<file path="config.mk">
export PLATFORM = sky130hd
export DESIGN_NAME = decode_stage_flat
export DESIGN_NICKNAME = d
export VERILOG_FILES = /design/src/rtl/decode_stage_pkg.sv /design/src/rtl/decode_stage_if.sv /design/src/rtl/decode_ctrl.sv /design/src/rtl/decode_stage.sv /design/src/flat_wrapper.sv
export SDC_FILE = /design/constraint.sdc
export NUM_CORES = 1
export LEC_CHECK = 0
export BUFFER_PORTS_ARGS = -buffer_cell sky130_fd_sc_hd__buf_2
export CORE_UTILIZATION = 35
export CTS_CLUSTER_SIZE = 24
export DETAILED_ROUTE_END_ITERATION = 8
export GPL_TIMING_DRIVEN = 0
export PLACE_DENSITY_LB_ADDON = 0.15
export REMOVE_ABC_BUFFERS = 1
export SETUP_SLACK_MARGIN = 0.1
export SLEW_MARGIN = 0
export SYNTH_ARGS = -nofsm -noshare
export SYNTH_HDL_FRONTEND = slang
export SYNTH_SLANG_ARGS = --single-unit
</file>
<file path="constraint.sdc">
create_clock -name inp_clk -period 4.2 [get_ports inp_clk]
set_input_delay 0.63 -clock inp_clk [delete_from_list [all_inputs] [get_ports inp_clk]]
set_output_delay 0.63 -clock inp_clk [all_outputs]
set_load 0.02 [all_outputs]
</file>
<file path="src/rtl/decode_stage_pkg.sv">
// ---------------------------------------------------------------------------
// decode_stage_pkg
// Shared definitions for the decode stage: datapath defaults, instruction
// field positions, opcode encodings (including the NOP used for bubbles),
// the stall-counter width and a helper that folds unknown opcodes onto NOP.
// ---------------------------------------------------------------------------
package decode_stage_pkg;

    // Datapath defaults
    localparam int unsigned DATA_W_DEF = 16;
    localparam int unsigned REG_AW_DEF = 3;
    localparam int unsigned INSTR_W    = 16;
    localparam int unsigned OP_W       = 4;

    // Instruction field positions: [15:12] op, [11:9] rd, [8:6] rs, [5:3] rt, [5:0] imm6
    localparam int unsigned OP_MSB  = 15;
    localparam int unsigned OP_LSB  = 12;
    localparam int unsigned RD_MSB  = 11;
    localparam int unsigned RD_LSB  = 9;
    localparam int unsigned RS_MSB  = 8;
    localparam int unsigned RS_LSB  = 6;
    localparam int unsigned RT_MSB  = 5;
    localparam int unsigned RT_LSB  = 3;
    localparam int unsigned IMM_MSB = 5;
    localparam int unsigned IMM_LSB = 0;
    localparam int unsigned IMM_W   = IMM_MSB - IMM_LSB + 1;

    // Load-use stall counter
    localparam int unsigned      STALL_CNT_W   = 16;
    localparam logic [15:0]      STALL_CNT_MAX = 16'hFFFF;

    typedef enum logic [OP_W-1:0] {
        OpAdd  = 4'd0,
        OpSub  = 4'd1,
        OpAnd  = 4'd2,
        OpOr   = 4'd3,
        OpAddi = 4'd4,
        OpLw   = 4'd5,
        OpSw   = 4'd6,
        OpBeq  = 4'd7,
        OpNop  = 4'd15
    } op_e;

    localparam logic [OP_W-1:0] NOP_ENC = 4'd15;

    // Unused opcode encodings behave exactly like NOP downstream.
    function automatic op_e op_decode(input logic [OP_W-1:0] raw);
        op_e op;
        case (raw)
            4'd0:    op = OpAdd;
            4'd1:    op = OpSub;
            4'd2:    op = OpAnd;
            4'd3:    op = OpOr;
            4'd4:    op = OpAddi;
            4'd5:    op = OpLw;
            4'd6:    op = OpSw;
            4'd7:    op = OpBeq;
            default: op = OpNop;
        endcase
        return op;
    endfunction

endpackage

</file>
<file path="src/rtl/decode_stage_if.sv">
// ---------------------------------------------------------------------------
// decode_stage_if
// Bundles the fetch->decode handshake and the ID/EX pipeline-register outputs.
//   inp_if_valid / inp_if_instr / out_if_ready : fetch handshake
//   out_ex_valid / op / rd / wen / a / b / imm : ID/EX contents
// Modports:
//   master : environment side (fetch drives, execute consumes)
//   slave  : decode stage side
// ---------------------------------------------------------------------------
interface decode_stage_if
    import decode_stage_pkg::*;
#(
    parameter int unsigned DATA_W = DATA_W_DEF,
    parameter int unsigned REG_AW = REG_AW_DEF
);

    logic                  inp_if_valid;
    logic [INSTR_W-1:0]    inp_if_instr;
    logic                  out_if_ready;

    logic                  out_ex_valid;
    logic [OP_W-1:0]       out_ex_op;
    logic [REG_AW-1:0]     out_ex_rd;
    logic                  out_ex_wen;
    logic [DATA_W-1:0]     out_ex_a;
    logic [DATA_W-1:0]     out_ex_b;
    logic [DATA_W-1:0]     out_ex_imm;

    modport master (
        output inp_if_valid,
        output inp_if_instr,
        input  out_if_ready,
        input  out_ex_valid,
        input  out_ex_op,
        input  out_ex_rd,
        input  out_ex_wen,
        input  out_ex_a,
        input  out_ex_b,
        input  out_ex_imm
    );

    modport slave (
        input  inp_if_valid,
        input  inp_if_instr,
        output out_if_ready,
        output out_ex_valid,
        output out_ex_op,
        output out_ex_rd,
        output out_ex_wen,
        output out_ex_a,
        output out_ex_b,
        output out_ex_imm
    );

endinterface

</file>
<file path="src/rtl/decode_ctrl.sv">
// ---------------------------------------------------------------------------
// decode_ctrl
// Purely combinational opcode classification.
//   inp_op          : decoded opcode (unknown encodings already folded to NOP)
//   out_wen         : instruction writes a destination register
//   out_uses_rs     : instruction reads the rs operand
//   out_uses_rt     : instruction reads the rt operand
// ---------------------------------------------------------------------------
module decode_ctrl
    import decode_stage_pkg::*;
(
    input  op_e  inp_op,
    output logic out_wen,
    output logic out_uses_rs,
    output logic out_uses_rt
);

    always_comb begin
        out_wen     = 1'b0;
        out_uses_rs = 1'b1;
        out_uses_rt = 1'b0;
        unique case (inp_op)
            OpAdd, OpSub, OpAnd, OpOr: begin
                out_wen     = 1'b1;
                out_uses_rt = 1'b1;
            end
            OpAddi, OpLw: begin
                // rt bits overlap imm6 here, so they must not create hazards
                out_wen = 1'b1;
            end
            OpSw, OpBeq: begin
                out_uses_rt = 1'b1;
            end
            default: begin
                out_uses_rs = 1'b0;
            end
        endcase
    end

endmodule

</file>
<file path="src/rtl/decode_stage.sv">
// ---------------------------------------------------------------------------
// decode_stage
// Instruction decode with writeback bypass, load-use hazard detection and the
// ID/EX pipeline register.
// Ports:
//   inp_clk, inp_rst_n           : clock, asynchronous active-low reset
//   bus (decode_stage_if.slave)  : fetch handshake in, ID/EX fields out
//   inp_flush                    : drop the decoding instruction, load a bubble
//   out_rf_rs, out_rf_rt         : register-file read addresses
//   inp_rf_data1, inp_rf_data2   : register-file read data (rs, rt)
//   inp_wb_wen/addr/data         : writeback port, bypassed into the operands
//   out_stall_cnt                : saturating count of load-use stall cycles
// ---------------------------------------------------------------------------
module decode_stage
    import decode_stage_pkg::*;
#(
    parameter int unsigned DATA_W = DATA_W_DEF,
    parameter int unsigned REG_AW = REG_AW_DEF
) (
    input  logic                   inp_clk,
    input  logic                   inp_rst_n,
    decode_stage_if.slave          bus,
    input  logic                   inp_flush,
    output logic [REG_AW-1:0]      out_rf_rs,
    output logic [REG_AW-1:0]      out_rf_rt,
    input  logic [DATA_W-1:0]      inp_rf_data1,
    input  logic [DATA_W-1:0]      inp_rf_data2,
    input  logic                   inp_wb_wen,
    input  logic [REG_AW-1:0]      inp_wb_addr,
    input  logic [DATA_W-1:0]      inp_wb_data,
    output logic [STALL_CNT_W-1:0] out_stall_cnt
);

    // ------------------------------------------------------------------
    // Field extraction
    // ------------------------------------------------------------------
    logic [OP_W-1:0]   raw_op;
    op_e               dec_op;
    logic [REG_AW-1:0] fld_rd;
    logic [REG_AW-1:0] fld_rs;
    logic [REG_AW-1:0] fld_rt;
    logic [IMM_W-1:0]  fld_imm;
    logic [DATA_W-1:0] imm_ext;

    assign raw_op  = bus.inp_if_instr[OP_MSB:OP_LSB];
    assign dec_op  = op_decode(raw_op);
    assign fld_rd  = REG_AW'(bus.inp_if_instr[RD_MSB:RD_LSB]);
    assign fld_rs  = REG_AW'(bus.inp_if_instr[RS_MSB:RS_LSB]);
    assign fld_rt  = REG_AW'(bus.inp_if_instr[RT_MSB:RT_LSB]);
    assign fld_imm = bus.inp_if_instr[IMM_MSB:IMM_LSB];
    assign imm_ext = {{(DATA_W - IMM_W){fld_imm[IMM_W-1]}}, fld_imm};

    assign out_rf_rs = fld_rs;
    assign out_rf_rt = fld_rt;

    // ------------------------------------------------------------------
    // Opcode classification
    // ------------------------------------------------------------------
    logic dec_wen;
    logic uses_rs;
    logic uses_rt;

    decode_ctrl u_ctrl (
        .inp_op      (dec_op),
        .out_wen     (dec_wen),
        .out_uses_rs (uses_rs),
        .out_uses_rt (uses_rt)
    );

    // ------------------------------------------------------------------
    // Writeback bypass: the register file is written on the same edge that
    // would latch the operand, so forward the writeback data directly.
    // ------------------------------------------------------------------
    logic [DATA_W-1:0] opnd_a;
    logic [DATA_W-1:0] opnd_b;

    assign opnd_a = (inp_wb_wen && (inp_wb_addr == fld_rs)) ? inp_wb_data : inp_rf_data1;
    assign opnd_b = (inp_wb_wen && (inp_wb_addr == fld_rt)) ? inp_wb_data : inp_rf_data2;

    // ------------------------------------------------------------------
    // ID/EX register
    // ------------------------------------------------------------------
    logic                   ex_valid_q, ex_valid_d;
    op_e                    ex_op_q,    ex_op_d;
    logic [REG_AW-1:0]      ex_rd_q,    ex_rd_d;
    logic                   ex_wen_q,   ex_wen_d;
    logic [DATA_W-1:0]      ex_a_q,     ex_a_d;
    logic [DATA_W-1:0]      ex_b_q,     ex_b_d;
    logic [DATA_W-1:0]      ex_imm_q,   ex_imm_d;
    logic [STALL_CNT_W-1:0] stall_cnt_q, stall_cnt_d;

    // ------------------------------------------------------------------
    // Load-use hazard: the LW in ID/EX only has its data after EX/MEM, so a
    // dependent instruction must wait exactly one cycle. Once the bubble is
    // latched the LW is gone and the hazard clears by itself.
    // ------------------------------------------------------------------
    logic ex_is_load;
    logic hazard;
    logic stall;
    logic load_instr;

    assign ex_is_load = ex_valid_q && (ex_op_q == OpLw);
    assign hazard     = bus.inp_if_valid && ex_is_load &&
                        ((uses_rs && (ex_rd_q == fld_rs)) ||
                         (uses_rt && (ex_rd_q == fld_rt)));
    // Flush wins over the hazard: the instruction is discarded anyway.
    assign stall      = hazard && !inp_flush;
    assign load_instr = bus.inp_if_valid && !inp_flush && !hazard;

    assign bus.out_if_ready = !stall;

    always_comb begin
        // Bubble by default
        ex_valid_d = 1'b0;
        ex_op_d    = OpNop;
        ex_rd_d    = '0;
        ex_wen_d   = 1'b0;
        ex_a_d     = '0;
        ex_b_d     = '0;
        ex_imm_d   = '0;
        if (load_instr) begin
            ex_valid_d = 1'b1;
            ex_op_d    = dec_op;
            ex_rd_d    = fld_rd;
            ex_wen_d   = dec_wen;
            ex_a_d     = opnd_a;
            ex_b_d     = opnd_b;
            ex_imm_d   = imm_ext;
        end

        stall_cnt_d = stall_cnt_q;
        if (stall && (stall_cnt_q != STALL_CNT_MAX)) begin
            stall_cnt_d = stall_cnt_q + 16'd1;
        end
    end

    always_ff @(posedge inp_clk or negedge inp_rst_n) begin
        if (!inp_rst_n) begin
            ex_valid_q  <= 1'b0;
            ex_op_q     <= OpNop;
            ex_rd_q     <= '0;
            ex_wen_q    <= 1'b0;
            ex_a_q      <= '0;
            ex_b_q      <= '0;
            ex_imm_q    <= '0;
            stall_cnt_q <= '0;
        end else begin
            ex_valid_q  <= ex_valid_d;
            ex_op_q     <= ex_op_d;
            ex_rd_q     <= ex_rd_d;
            ex_wen_q    <= ex_wen_d;
            ex_a_q      <= ex_a_d;
            ex_b_q      <= ex_b_d;
            ex_imm_q    <= ex_imm_d;
            stall_cnt_q <= stall_cnt_d;
        end
    end

    // ------------------------------------------------------------------
    // Outputs
    // ------------------------------------------------------------------
    assign bus.out_ex_valid = ex_valid_q;
    assign bus.out_ex_op    = ex_op_q;
    assign bus.out_ex_rd    = ex_rd_q;
    assign bus.out_ex_wen   = ex_wen_q;
    assign bus.out_ex_a     = ex_a_q;
    assign bus.out_ex_b     = ex_b_q;
    assign bus.out_ex_imm   = ex_imm_q;
    assign out_stall_cnt    = stall_cnt_q;

endmodule

</file>
<file path="src/flat_wrapper.sv">
// flat-port wrapper written by rule: the top's interface ports become plain ports
module decode_stage_flat import decode_stage_pkg::*;
#(
    parameter int unsigned DATA_W = DATA_W_DEF,
    parameter int unsigned REG_AW = REG_AW_DEF
)
  (inp_clk, inp_rst_n, inp_flush, out_rf_rs, out_rf_rt, inp_rf_data1, inp_rf_data2, inp_wb_wen, inp_wb_addr, inp_wb_data, out_stall_cnt, bus_inp_if_valid, bus_inp_if_instr, bus_out_if_ready, bus_out_ex_valid, bus_out_ex_op, bus_out_ex_rd, bus_out_ex_wen, bus_out_ex_a, bus_out_ex_b, bus_out_ex_imm);
  decode_stage_if #(.DATA_W(DATA_W), .REG_AW(REG_AW)) bus_i ();
  input  logic inp_clk;
  input  logic inp_rst_n;
  input  logic inp_flush;
  output logic [REG_AW-1:0] out_rf_rs;
  output logic [REG_AW-1:0] out_rf_rt;
  input  logic [DATA_W-1:0] inp_rf_data1;
  input  logic [DATA_W-1:0] inp_rf_data2;
  input  logic inp_wb_wen;
  input  logic [REG_AW-1:0] inp_wb_addr;
  input  logic [DATA_W-1:0] inp_wb_data;
  output logic [STALL_CNT_W-1:0] out_stall_cnt;
  input wire logic [$bits(bus_i.inp_if_valid)-1:0] bus_inp_if_valid;
  input wire logic [$bits(bus_i.inp_if_instr)-1:0] bus_inp_if_instr;
  output wire logic [$bits(bus_i.out_if_ready)-1:0] bus_out_if_ready;
  output wire logic [$bits(bus_i.out_ex_valid)-1:0] bus_out_ex_valid;
  output wire logic [$bits(bus_i.out_ex_op)-1:0] bus_out_ex_op;
  output wire logic [$bits(bus_i.out_ex_rd)-1:0] bus_out_ex_rd;
  output wire logic [$bits(bus_i.out_ex_wen)-1:0] bus_out_ex_wen;
  output wire logic [$bits(bus_i.out_ex_a)-1:0] bus_out_ex_a;
  output wire logic [$bits(bus_i.out_ex_b)-1:0] bus_out_ex_b;
  output wire logic [$bits(bus_i.out_ex_imm)-1:0] bus_out_ex_imm;
  assign bus_i.inp_if_valid = bus_inp_if_valid;
  assign bus_i.inp_if_instr = bus_inp_if_instr;
  assign bus_out_if_ready = bus_i.out_if_ready;
  assign bus_out_ex_valid = bus_i.out_ex_valid;
  assign bus_out_ex_op = bus_i.out_ex_op;
  assign bus_out_ex_rd = bus_i.out_ex_rd;
  assign bus_out_ex_wen = bus_i.out_ex_wen;
  assign bus_out_ex_a = bus_i.out_ex_a;
  assign bus_out_ex_b = bus_i.out_ex_b;
  assign bus_out_ex_imm = bus_i.out_ex_imm;
  decode_stage #(.DATA_W(DATA_W), .REG_AW(REG_AW)) u_core (.inp_clk(inp_clk), .inp_rst_n(inp_rst_n), .bus(bus_i), .inp_flush(inp_flush), .out_rf_rs(out_rf_rs), .out_rf_rt(out_rf_rt), .inp_rf_data1(inp_rf_data1), .inp_rf_data2(inp_rf_data2), .inp_wb_wen(inp_wb_wen), .inp_wb_addr(inp_wb_addr), .inp_wb_data(inp_wb_data), .out_stall_cnt(out_stall_cnt));
endmodule
</file>
## After elaboration in Yosys (flattened, before gate mapping)

Memories as Yosys holds them, arrays and structs flattened.
Index checks and enable logic that the tools add are counted.

- Add/sub/neg operators: 1
- Reduce and logical (&&, ||, !) cells: 19
- Mux-type cells: 13
- Equality and inequality tests: 13

Operators with widths:

| cell | number |
|---|---|
| 16-bit two-way mux | 5 |
| 4-bit by 3-bit equality test with 1-bit output, second input constant | 5 |
| 16-bit by 1-bit adder with 16-bit output, second input constant | 1 |
| 16-bit != test, second input constant | 1 |
| 3-bit equality test | 4 |
| 6-bit OR reduction | 2 |
| 1-bit logical AND | 11 |
| 4-bit by 2-bit equality test with 1-bit output, second input constant | 2 |
| 4-bit two-way mux | 2 |
| 8-bit OR reduction | 1 |
| 1-bit two-way mux | 5 |
| 4-bit by 1-bit equality test with 1-bit output, second input constant | 1 |
| 4-bit zero test | 1 |
| 1-bit zero test | 3 |
| 3-bit two-way mux | 1 |
| 1-bit logical OR | 1 |

- ROM bits: 24
- Register bits: 73
- Memories kept: 1
- Output and inout bits: 80
- Word-level logic and storage cells: 55
- Bits of input ports: 72

Memory list:

| name | words | bits a word | rd ports | clocked after Yosys merged registers in | write ports | RTL line | source |
|---|---|---|---|---|---|---|---|
| (no name shown) | 8 | 3 | 1 | 0 | 0 | decode_stage_pkg.sv:49 | `case (raw)` |

## Logic depth before layout (Yosys ltp)

Gate-level depths: netlist of run 1.
An unclocked memory read counts as a cell.

- Depth after elaboration: 11
- Mapped depth: 9
- Depth with buffers taken out: 7

## Cells and area by module

Synthesis of run 1 repeated with hierarchy kept, for this count alone.

- Cell total of the unflattened synthesis: 244
- Area, all modules: 2901.5 µm²

By module, submodules not included:

| module | cells an instance | sequential area each (µm²) | area an instance (µm²) | times used |
|---|---|---|---|---|
| decode_stage | 240 | 1581.5 | 2880.3 | 1 |
| decode_ctrl | 4 | 0.0 | 21.3 | 1 |

## Least setup slack after synthesis of run 1

Ideal clock, no wire load.

- Kind: input-to-output
- Start point: in bus_inp_if_instr[8]
- End point: out bus_out_if_ready
- Required time: 3.570 ns
- Path slack: 1.727 ns
- Path buffers: 0
- Stages on the path: 5
- Arrival: 1.843 ns
- Cells stage by stage: xor2_1 > or4_1 > o41ai_2 > and2b_1 > or2b_1

- Cells in the longest elaborated chain, start to end: 6

Ends and longest elaborated chain:

| element | RTL line | source |
|---|---|---|
| start: declaration | flat_wrapper.sv:21 | `input wire logic [$bits(bus_i.inp_if_instr)-1:0] bus_inp_if_instr;` |
| 3-bit equality test | decode_stage.sv:104 | `((uses_rs && (ex_rd_q == fld_rs)) \|\|` |
| 1-bit logical AND | decode_stage.sv:104 |  |
| 1-bit logical OR | decode_stage.sv:104 |  |
| 1-bit logical AND | decode_stage.sv:103 | `assign hazard = bus.inp_if_valid && ex_is_load &&` |
| 1-bit logical AND | decode_stage.sv:107 | `assign stall = hazard && !inp_flush;` |
| 1-bit zero test | decode_stage.sv:110 | `assign bus.out_if_ready = !stall;` |
| end: declaration | flat_wrapper.sv:22 | `output wire logic [$bits(bus_i.out_if_ready)-1:0] bus_out_if_ready;` |

Every way passes these cells.

## Worst setup path in the final report of run 1

- Start point: reg u_core.ex_rd_q[2] (netlist: u_core.bus.out_ex_rd[2])
- End point: reg u_core.ex_imm_q[2] (netlist: u_core.bus.out_ex_imm[2])

- Cells in the longest elaborated chain, start to end: 7
- Elaborated cells between the ends (all ways): 9
- Classes of those cells: eq/ne (2); mux (1); reduce/logical (6)

Ends and longest elaborated chain:

| element | RTL line | source |
|---|---|---|
| start: declaration | decode_stage.sv:85 | `logic [REG_AW-1:0] ex_rd_q, ex_rd_d;` |
| start signal: assignment | decode_stage.sv:150 | `ex_rd_q <= ex_rd_d;` |
| 3-bit equality test (on tied branches) | decode_stage.sv:104, decode_stage.sv:105 |  |
| 1-bit logical AND (on tied branches) | decode_stage.sv:104, decode_stage.sv:105 |  |
| 1-bit logical OR (*) | decode_stage.sv:104 |  |
| 1-bit logical AND (*) | decode_stage.sv:103 |  |
| 1-bit zero test (*) | decode_stage.sv:108 | `assign load_instr = bus.inp_if_valid && !inp_flush && !hazard;` |
| 1-bit logical AND (*) | decode_stage.sv:108 |  |
| 16-bit two-way mux (*) | decode_stage.sv:121 | `if (load_instr) begin` |
| net u_core.ex_imm_d[2] | decode_stage.sv:89 | `logic [DATA_W-1:0] ex_imm_q, ex_imm_d;` |
| end signal: assignment | decode_stage.sv:154 | `ex_imm_q <= ex_imm_d;` |
| end: declaration | decode_stage.sv:89 |  |

Mark *: on every way through the listed nets, which the timed path passes. The rest lies on a longest branch.
A chain may end at the register's enable or synchronous reset.

==> metrics.md, run 1 <==
| Metric | Value |
|---|---|
| Status | `finished clean` |
| Sequential area share after synthesis | `55.4%` |
| Crit-path max FO | `37` |
| Crit path required time | `4420 ps` |
| Placed insts | `about 470` |
| RSZ-0062 raised after global routing | `no` |
| Post-CTS sizing | `0` |
| Post-CTS setup buffer count | `0` |
| GR Overflow Total | `0` |
| Clock transition at path regs | `60 ps` |
| Crit path max-delay family | `simple AND/OR/NAND/NOR gates` |
| DRC Markers | `0` |
| DR vias/cell | `4.53` |
| Crit path largest cell delay | `960 ps` |
| CTS Buf Count | `9` |
| Clk_skew | `5.74 ps` |
| Die width | `92.3 um` |
| CP cell instances | `xor2_1 > or4_1 > o41ai_2 > and2b_1 > or3b_1 > inv_2 > and2_4` |
| Initial DRT Pass Iterations | `4` |
| Total core area | `0.00781 sq mm` |
| Peak VDD IR | `0.170 mV` |
| Buf/Inv on CP | `1` |
| Mapped Cells | `approximately 240` |
| Hold_ws | `381 ps` |
| Final min period | `3070 ps` |
| Antenna Violating Nets Remaining | `0` |
| Yosys reg bits | `63` |
| Design Power | `1.29 mW` |
| CTS tree | `built` |
| # setup viols final | `0` |
| DP Worst Slack | `653 ps` |
| Final cell count without fillers | `487` |
| P per Cell Area | `345 mW/mm^2` |
| Starting Density | `approximately 37%` |
| R2R Path Start | `u_core.bus.out_ex_rd[2]$_DFF_PN0_` |
| Number of cell rows | `32` |
| Final HPWL DP | `around 4600 um` |
| Mean post-synth cell area | `around 12 sq um` |
| Vias | `approximately 2.2k` |
| FILL cells | `774` |
| Final WL | `just over 6000 um` |
| Share of cells above drive strength 1 | `47.5%` |
| Worst-Margin Slew | `around 1300 ps` |
| Fmax | `326 MHz` |
| Slew Viols, Final | `0` |
| Avg WL per Cell | `12.8 um` |
| Area growth, synth to finish | `31.2%` |
| CP startpoint | `u_core.bus.out_ex_rd[2]$_DFF_PN0_` |
| First-pass GRT wire length | `approximately 10000 um` |
| Final worst slack | `between 1000 and 1500 ps` |
| I/O Pins | `152` |
| Synth warnings | `0` |
| Slowest CP cell | `or3b_1` |
| Final instance area | `0.00374 sq mm` |
| Initial antenna violation count | `0` |
| Clk buf depth | `2` |
| Die height | `roughly 92 um` |
| Tcrit/Tclk final | `73.0%` |
| Max_cap viols | `0` |
| Rel. slew slack | `15.7%` |
| Pin count of the biggest net entering global routing | `64` |
| Hold Crit Class | `primary input to asynchronous set/reset pin` |
| Setup TNS | `0 ps` |
| Die footprint | `0.00852 sq mm` |
| Core Util, Final | `47.9%` |
| DRT iter0 DRCs | `45` |
| CTS hold repair buffers | `0` |
| CTS sink count | `63` |
| WS Path Type | `flop to flop` |
| Vias in the first global route | `2243` |
| Synth Cell Area | `0.00285 sq mm` |
| Pleak | `2.27 nW` |
| # nets final | `454` |
| ANT cells | `0` |
| Most common cell after layout, fill and taps aside | `buf_2` |
| Worst setup SP type | `flop` |
| Clock Latency Late Sink | `330 ps` |
| Unique cell type count in the Yosys netlist | `35` |
| H-tree levels | `3` |
| Placed Area | `0.00356 sq mm` |
| Worst Path Arrival | `3290 ps` |
| CTS root buf | `clkbuf_8` |
| Critical path endpoint category | `flop` |
| RD Place Congestion | `roughly 0.75` |
| Final hold viol count | `0` |
| Most frequent cells in the layout | `buf_2, dfrtp_1, nor2_1` |
| Total GRT Usage | `between 15 and 20%` |
| IO Port Bufs | `151` |
==> power by group <==
part,switching (mW),internal [mW],total (mW)
Combinational,0.0993,0.0716,0.171
Clock,0.219,0.269,0.488
Sequential,0.00596,0.626,0.632
==> path summary, 6_finish.rpt <==
| path | to | slack, ps | depth (start not counted) |
|---|---|---|---|
| worst max-delay path | u_core.bus.out_ex_imm[2]$_DFF_PN0_ | 1130 | 7 |
| worst min-delay path | u_core.bus.out_ex_imm[0]$_DFF_PN0_ | 380 | 1 |
| worst max register to register | u_core.bus.out_ex_imm[2]$_DFF_PN0_ | 1130 | 7 |
| worst min register to register | u_core.out_stall_cnt[11]$_DFFE_PN0P_ | 500 | 1 |
| max in group asynchronous | u_core.bus.out_ex_b[11]$_DFF_PN0_ | 3300 | 1 |
| min in group inp_clk | u_core.bus.out_ex_op[0]$_DFF_PN1_ | 500 | 2 |
==> logic make-up after synthesis <==
logic type / count (synthesis) / synth area share [%]
AO/OA/AOI/OAI: 4 / 1.32
XOR/XNOR: 26 / 7.98
adder cells (fa/ha/maj): 1 / 0.439
buffers and inverters: 28 / 6.49
flip-flops: 63 / 55.4
multiplexers: 34 / 12.0
AND/OR/NAND/NOR: 88 / 16.3
==> synthesized netlist by cell type <==
master    number  area share (%)
inv_2          1            0.13
mux2i_1       32              11
nor4bb_1       1            0.35
dfrtp_1       59              52
nand2b_1       2            0.44
nor3_1         3            0.53
dfstp_2        4             3.7
buf_6          2            0.79
ha_1           1            0.44
and3_1         1            0.22
or3_1          3            0.66
nand2_1        5            0.66
inv_1          2            0.26
nor4_2         1            0.44
nand4_1        7             1.5
xor2_1        18             5.5
o21ai_0        1            0.18
mux2_2         2            0.79
a211oi_1       1            0.26
or3b_1         1            0.31
nor2_1        41             5.4
or4_1          1            0.26
a311oi_1       1            0.31
and2_4         9             2.8
buf_4         16             4.2
buf_2          4            0.70
nand2_2        1            0.22
xnor2_1        8             2.5
clkbuf_1       3            0.39
nor4_1         3            0.66
nand4b_1       1            0.31
and2b_1        1            0.26
o41ai_2        1            0.57
nand3_1        6             1.1
or2b_1         1            0.26
==> layout make-up <==
cell class | count | area, sq um | area share (%)
Clock buffer | 11 | 131 | 3.51
Multi-Input combinational cell | 153 | 1090 | 29.0
Sequential cell | 63 | 1580 | 42.2
Clock inverter | 4 | 47.5 | 1.27
Inverter | 3 | 11.3 | 0.301
Timing Repair Buffer | 151 | 758 | 20.3
Tap cell | 102 | 128 | 3.41
==> state kept, by name, summed over array words and instances, names as in the netlist <==
name,count
u_core.bus.out_ex_a,16
u_core.bus.out_ex_b,16
u_core.bus.out_ex_op,4
u_core.bus.out_ex_imm,6
u_core.bus.out_ex_rd,3
u_core.bus.out_ex_valid,1
u_core.bus.out_ex_wen,1
u_core.out_stall_cnt,16
==> routing by layer <==
layer	up-vias	share of wire (%)	global-route usage, %
met1	1025	41	18.8
met5	-	0	0
met4	0	2.3	8.72
li1	1073	-	-
met3	14	8.9	5.89
met2	94	48	25.3
(Power assumes the default switching activity.)
==> inputs of run 2 (changes only) <==
- ABC_AREA: unset -> 1
- clock period: 4.2 -> 2.5 ns (I/O delays scaled with it)
==> run 2 against run 1 <==
  * Sequential power is 68% higher
  * Sequential cell count stayed put
  * Highest routed layer unchanged
  * The flow now finishes with violations (design-rule violations)
  * First-iteration DRC count is 120% higher
  * Synthesized area is 13% higher
==> metrics.md, run 2 <==
| Metric | Value |
|---|---|
| Failing checks | `design-rule violations` |
| Die width | `97.9 um` |
| Final min period | `1950 ps` |
| CTS tree | `built` |
| Vias | `2916` |
| Critical path endpoint category | `output pin` |
| Worst Path Arrival | `1580 ps` |
| Top_reg_cell synth | `dfrtp_1` |
| Clk buf depth | `2` |
| Most frequent cells in the layout | `buf_2, nand2_1, dfrtp_1` |
| Pin count of the biggest net entering global routing | `64` |
| Rel. slew slack | `39.1%` |
| Crit-path max FO | `3` |
| Peak VDD IR | `0.303 mV` |
| Slowest CP cell | `dfstp_2` |
| Most common cell after layout, fill and taps aside | `buf_2` |
| Die footprint | `~0.0096 sq mm` |
| CTS hold repair buffers | `0` |
| Post-synth EDFFs | `0` |
| Clk_skew | `~12 ps` |
| Final WL | `8570 um` |
| CTS Buf Count | `9` |
| DRT iter0 DRCs | `between 90 and 100` |
| CTS root buf | `clkbuf_8` |
| R2R setup slack | `690 ps` |
| Mean post-synth cell area | `8.44 sq um` |
| Top cells by area, synth | `dfrtp_1, nand2_1, nand3_1, a21oi_1, buf_4` |
| Synth Cell Area | `0.00322 sq mm` |
| Initial antenna violation count | `0` |
| # setup viols final | `0` |
| # nets final | `588` |
| Commonest cells post-synth | `nand2_1, dfrtp_1, nand3_1` |
| Vias in the first global route | `2867` |
| First-pass GRT wire length | `14200 um` |
| Unique cell type count in the Yosys netlist | `29` |
| Yosys reg bits | `between 60 and 70` |
| Initial DRT Pass Iterations | `6` |
| Design Power | `2.25 mW` |
| Antenna Violating Nets Remaining | `0` |
| Synth warnings | `0` |
| Top cell type's share of synthesized area | `45.9%` |
| Tcrit/Tclk final | `78.2%` |
| FILL cells | `909` |
| Ys async rst share | `100%` |
| Core Util, Final | `between 40 and 50%` |
| Crit path required time | `about 2100 ps` |
| RSZ-0062 raised after global routing | `no` |
| Area taken by flip-flops and latches | `about 0.0016 sq mm` |
| Final hold viol count | `0` |
| Fmax | `512 MHz` |
| Sequential area share after synthesis | `49.2%` |
| I/O Pins | `152` |
| Status | `finished, violations left` |
| Clock transition at path regs | `70 ps` |
| Setup TNS | `0 ps` |
| Slew Viols, Final | `0` |
| Total core area | `0.00881 sq mm` |
| IO Port Bufs | `151` |
| GR Overflow Total | `0` |
| Multi-input gate area | `0.00133 sq mm` |
| Area growth, synth to finish | `27.7%` |
| DRC Markers | `6` |
| Starting Density | `36.5%` |
| Share of cells above drive strength 1 | `38.1%` |
| Max_cap viols | `0` |
| CTS sink count | `63` |
| Die height | `97.9 um` |
| CP cell instances | `nand4_1 > nor3_4 > nand3_4 > buf_2` |
| Hold_ws | `130 ps` |
| ANT cells | `0` |
| Worst-Margin Slew | `914 ps` |
| DR vias/cell | `around 4.6` |
| Avg WL per Cell | `about 14 um` |
| Pleak | `2.31 nW` |
| Yosys top cell by area | `dfrtp_1` |
| Worst setup SP type | `flop` |
| Total GRT Usage | `19.0%` |
| H-tree levels | `3` |
| Clock Latency Late Sink | `340 ps` |
| Hold Crit Class | `primary input to asynchronous set/reset pin` |
| Final HPWL DP | `6010 um` |
| P per Cell Area | `547 mW/mm^2` |
| RD Place Congestion | `between 0.8 and 0.9` |
| WS Path Type | `flop to output pin` |
| Mapped Cells | `381` |
| Number of cell rows | `34` |
| Crit path largest cell delay | `530 ps` |
| Cell with the most instances after synthesis | `nand2_1` |
==> run 2: kinds of logic (layout without fill, tap and decap cells) <==
logic type               Yosys count  after routing  share of synthesized area, %
adder cells (fa/ha/maj)            1              1                         0.389
flip-flops                        63             63                          49.2
buffers and inverters             57            196                          9.65
AO/OA/AOI/OAI                     39             39                          6.38
AND/OR/NAND/NOR                  205            205                          30.1
XOR/XNOR                          16             16                          4.36
==> run 2: power by group <==
part | total, mW | switching [mW] | internal (mW)
clock | 0.864 | 0.407 | 0.457
combinational | 0.318 | 0.212 | 0.106
sequential | 1.06 | 0.0121 | 1.05
==> run 2: metal layers <==
metal  GRT usage [%]  routed length [um]  up-vias  share of wire [%]
li1                -                   -     1464                  -
met5               0                   0        -                  0
met1            22.4                3590     1342                 42
met2            32.4                4090      100                 48
met3            6.37                 772       10                9.0
met4            6.64                 117        0                1.4
==> run 2: area by class of cell <==
class                   instances  share of cell area (%)
flip-flops and latches         63                    38.5
repair buffers                151                    18.5
clock inverters                 6                    1.52
inverters                      29                    2.68
clock buffers                  10                    3.11
multi-input cells             261                    32.4
well taps                     108                    3.29
==> run 2: timing repair <==
item                                    4_1_cts  5_1_grt
setup buffers                                 0        0
resized for setup                             0        1
endpoints found under the setup margin        0        2
==> run 2: worst max-delay path: cells and delay by family, from the launching register on <==
kind | cells | cell delay, ps
DFF | 1 | 530
buffers and inverters | 1 | 180
and+or+nand+nor | 3 | 530
==> run 2: worst paths after layout <==
check	start	to	cells past startpoint
max	u_core.bus.out_ex_op[0]$_DFF_PN1_	bus_out_if_ready	4
min	inp_rst_n	u_core.out_stall_cnt[0]$_DFFE_PN0P_	1
max reg2reg	u_core.bus.out_ex_op[0]$_DFF_PN1_	u_core.bus.out_ex_valid$_DFF_PN0_	5
min reg2reg	u_core.out_stall_cnt[13]$_DFFE_PN0P_	u_core.out_stall_cnt[13]$_DFFE_PN0P_	2
max in group asynchronous	inp_rst_n	u_core.bus.out_ex_b[10]$_DFF_PN0_	1
min in group inp_clk	bus_inp_if_instr[12]	u_core.bus.out_ex_op[0]$_DFF_PN1_	3
==> run 2: per-stage QoR <==
stage | worst slack [ps] | instance area (sq um) | std cells
floorplan | 527 | 3020 | 353
global placement | 203 | 3910 | 612
detailed placement | 160 | 3910 | 612
CTS | 320 | 4100 | 628
global route | 431 | 4110 | 628
finish | 546 | 4110 | 628
==> inputs of run 3 (changes only) <==
- clock period: 2.5 -> 1.8 ns (I/O delays scaled with it)
==> run 3 against run 2 <==
  * The flow still finishes with violations (design-rule violations)
  * Routed wire length increased by 7.1%
  * Register-to-register slack got worse by 550 ps
  * Worst setup slack lost 460 ps
  * Critical path depth unchanged
==> metrics.md, run 3 (same netlist as run 2, synthesis figures left out) <==
| Metric | Value |
|---|---|
| # nets final | `596` |
| GR Overflow Total | `0` |
| Max_cap viols | `0` |
| Critical path endpoint category | `output pin` |
| Fmax | `584 MHz` |
| Antenna Violating Nets Remaining | `0` |
| Number of cell rows | `34` |
| RD Place Congestion | `0.868` |
| Crit-path max FO | `2` |
| Die height | `between 90 and 100 um` |
| Vias | `2994` |
| Tcrit/Tclk final | `95.2%` |
| Status | `finished, violations left` |
| CTS root buf | `clkbuf_8` |
| Die width | `97.9 um` |
| Clk buf depth | `2` |
| Clock Latency Late Sink | `340 ps` |
| Total GRT Usage | `20.1%` |
| ANT cells | `0` |
| Initial antenna violation count | `0` |
| CTS sink count | `63` |
| H-tree levels | `3` |
| Initial DRT Pass Iterations | `8` |
| Share of cells above drive strength 1 | `between 40% and 50%` |
| Vias in the first global route | `2933` |
| DRC Markers | `6` |
| Final HPWL DP | `about 6000 um` |
| Pin count of the biggest net entering global routing | `64` |
| Most frequent cells in the layout | `buf_2, nand2_1, dfrtp_1` |
| DRT iter0 DRCs | `roughly 130` |
| Final hold viol count | `0` |
| Crit path required time | `roughly 1500 ps` |
| WS Path Type | `flop to output pin` |
| Worst-Margin Slew | `between 800 and 900 ps` |
| Peak VDD IR | `0.427 mV` |
| Final WL | `9180 um` |
| Hold Crit Class | `primary input to asynchronous set/reset pin` |
| Slew Viols, Final | `0` |
| CTS tree | `built` |
| Clock transition at path regs | `70 ps` |
| DR vias/cell | `about 4.7` |
| Worst Path Arrival | `1440 ps` |
| Clk_skew | `12.2 ps` |
| Rel. slew slack | `a little under half` |
| IO Port Bufs | `151` |
| Failing checks | `design-rule violations` |
| RSZ-0062 raised after global routing | `yes` |
| Final instance area | `between 0.004 and 0.005 sq mm` |
| Die footprint | `~0.0096 sq mm` |
| CTS Buf Count | `9` |
| Total core area | `0.00881 sq mm` |
| P per Cell Area | `743 mW/mm^2` |
| # setup viols final | `0` |
| Pleak | `2.36 nW` |
| I/O Pins | `~150` |
| Worst setup SP type | `flop` |
| Starting Density | `around 37%` |
| First-pass GRT wire length | `15000 um` |
| CTS hold repair buffers | `0` |
| Area growth, synth to finish | `32.2%` |
| Final min period | `1710 ps` |
| Hold_ws | `22.8 ps` |
| Placed Area | `0.00391 sq mm` |
| Most common cell after layout, fill and taps aside | `buf_2` |
| Avg WL per Cell | `14.4 um` |
-- run 3: worst paths after layout --
check / start / endpoint / slack [ps] / cells after the start
worst max-delay path: u_core.bus.out_ex_op[2]$_DFF_PN1_ / bus_out_if_ready / 90 / 4
worst min-delay path: inp_rst_n / u_core.out_stall_cnt[1]$_DFFE_PN0P_ / 20 / 1
worst max register to register: u_core.bus.out_ex_op[2]$_DFF_PN1_ / u_core.bus.out_ex_b[0]$_DFF_PN0_ / 140 / 6
worst min register to register: u_core.out_stall_cnt[13]$_DFFE_PN0P_ / u_core.out_stall_cnt[13]$_DFFE_PN0P_ / 530 / 2
max in group asynchronous: inp_rst_n / u_core.out_stall_cnt[0]$_DFFE_PN0P_ / 1230 / 1
min in group inp_clk: bus_inp_if_instr[12] / u_core.bus.out_ex_op[0]$_DFF_PN1_ / 130 / 3
-- run 3: through the flow --
stage | cells | setup TNS, ps | worst slack (ps) | total power, mW | util (%)
2_1_floorplan | 353 | -778 | -67.8 | 1.71 | -
4_1_cts | 633 | 0 | 8.85 | 3.18 | 47.7
3_5_place_dp | 612 | -15990 | -435 | 1.95 | 44.4
3_3_place_gp | 612 | -14670 | -392 | 1.95 | 44.4
6_report | 636 | 0 | 87.2 | 3.16 | 48.3
5_1_grt | 636 | -7.15 | -7.15 | 3.31 | 48.3
-- run 3: critical path, stage by stage (launching register included) --
cell,delay (ps)
dfstp_2,530
nand4_1,140
nor3_4,200
nand3_4,90
buf_6,150
-- run 3: report_power, final --
group	total (mW)	switching [mW]	internal, mW
clock	1.21	0.573	0.634
sequential	1.48	0.0172	1.46
combinational	0.473	0.313	0.159
total	3.16	0.903	2.25
-- run 3: what timing repair did --
action / 4_1_cts / 5_1_grt
gates resized for setup: 8 / 10
cloned: 2 / 1
pin swaps: 4 / 6
buffers inserted: 3 / 2
setup endpoints to repair: 48 / 59
-- run 3: layout make-up --
class                   count  area, sq um
clock inverters             6         62.6
clock buffers              10          128
repair buffers            156          815
fillers                   890         4550
flip-flops and latches     63         1580
multi-input cells         264         1420
well taps                 108          135
inverters                  29          110
-- run 3: per-layer routing --
metal | wire (um) | GRT usage [%]
met1 | 3890 | 23.9
met2 | 4440 | 34.5
met5 | 0 | 0
met4 | 117 | 6.64
met3 | 730 | 6.37
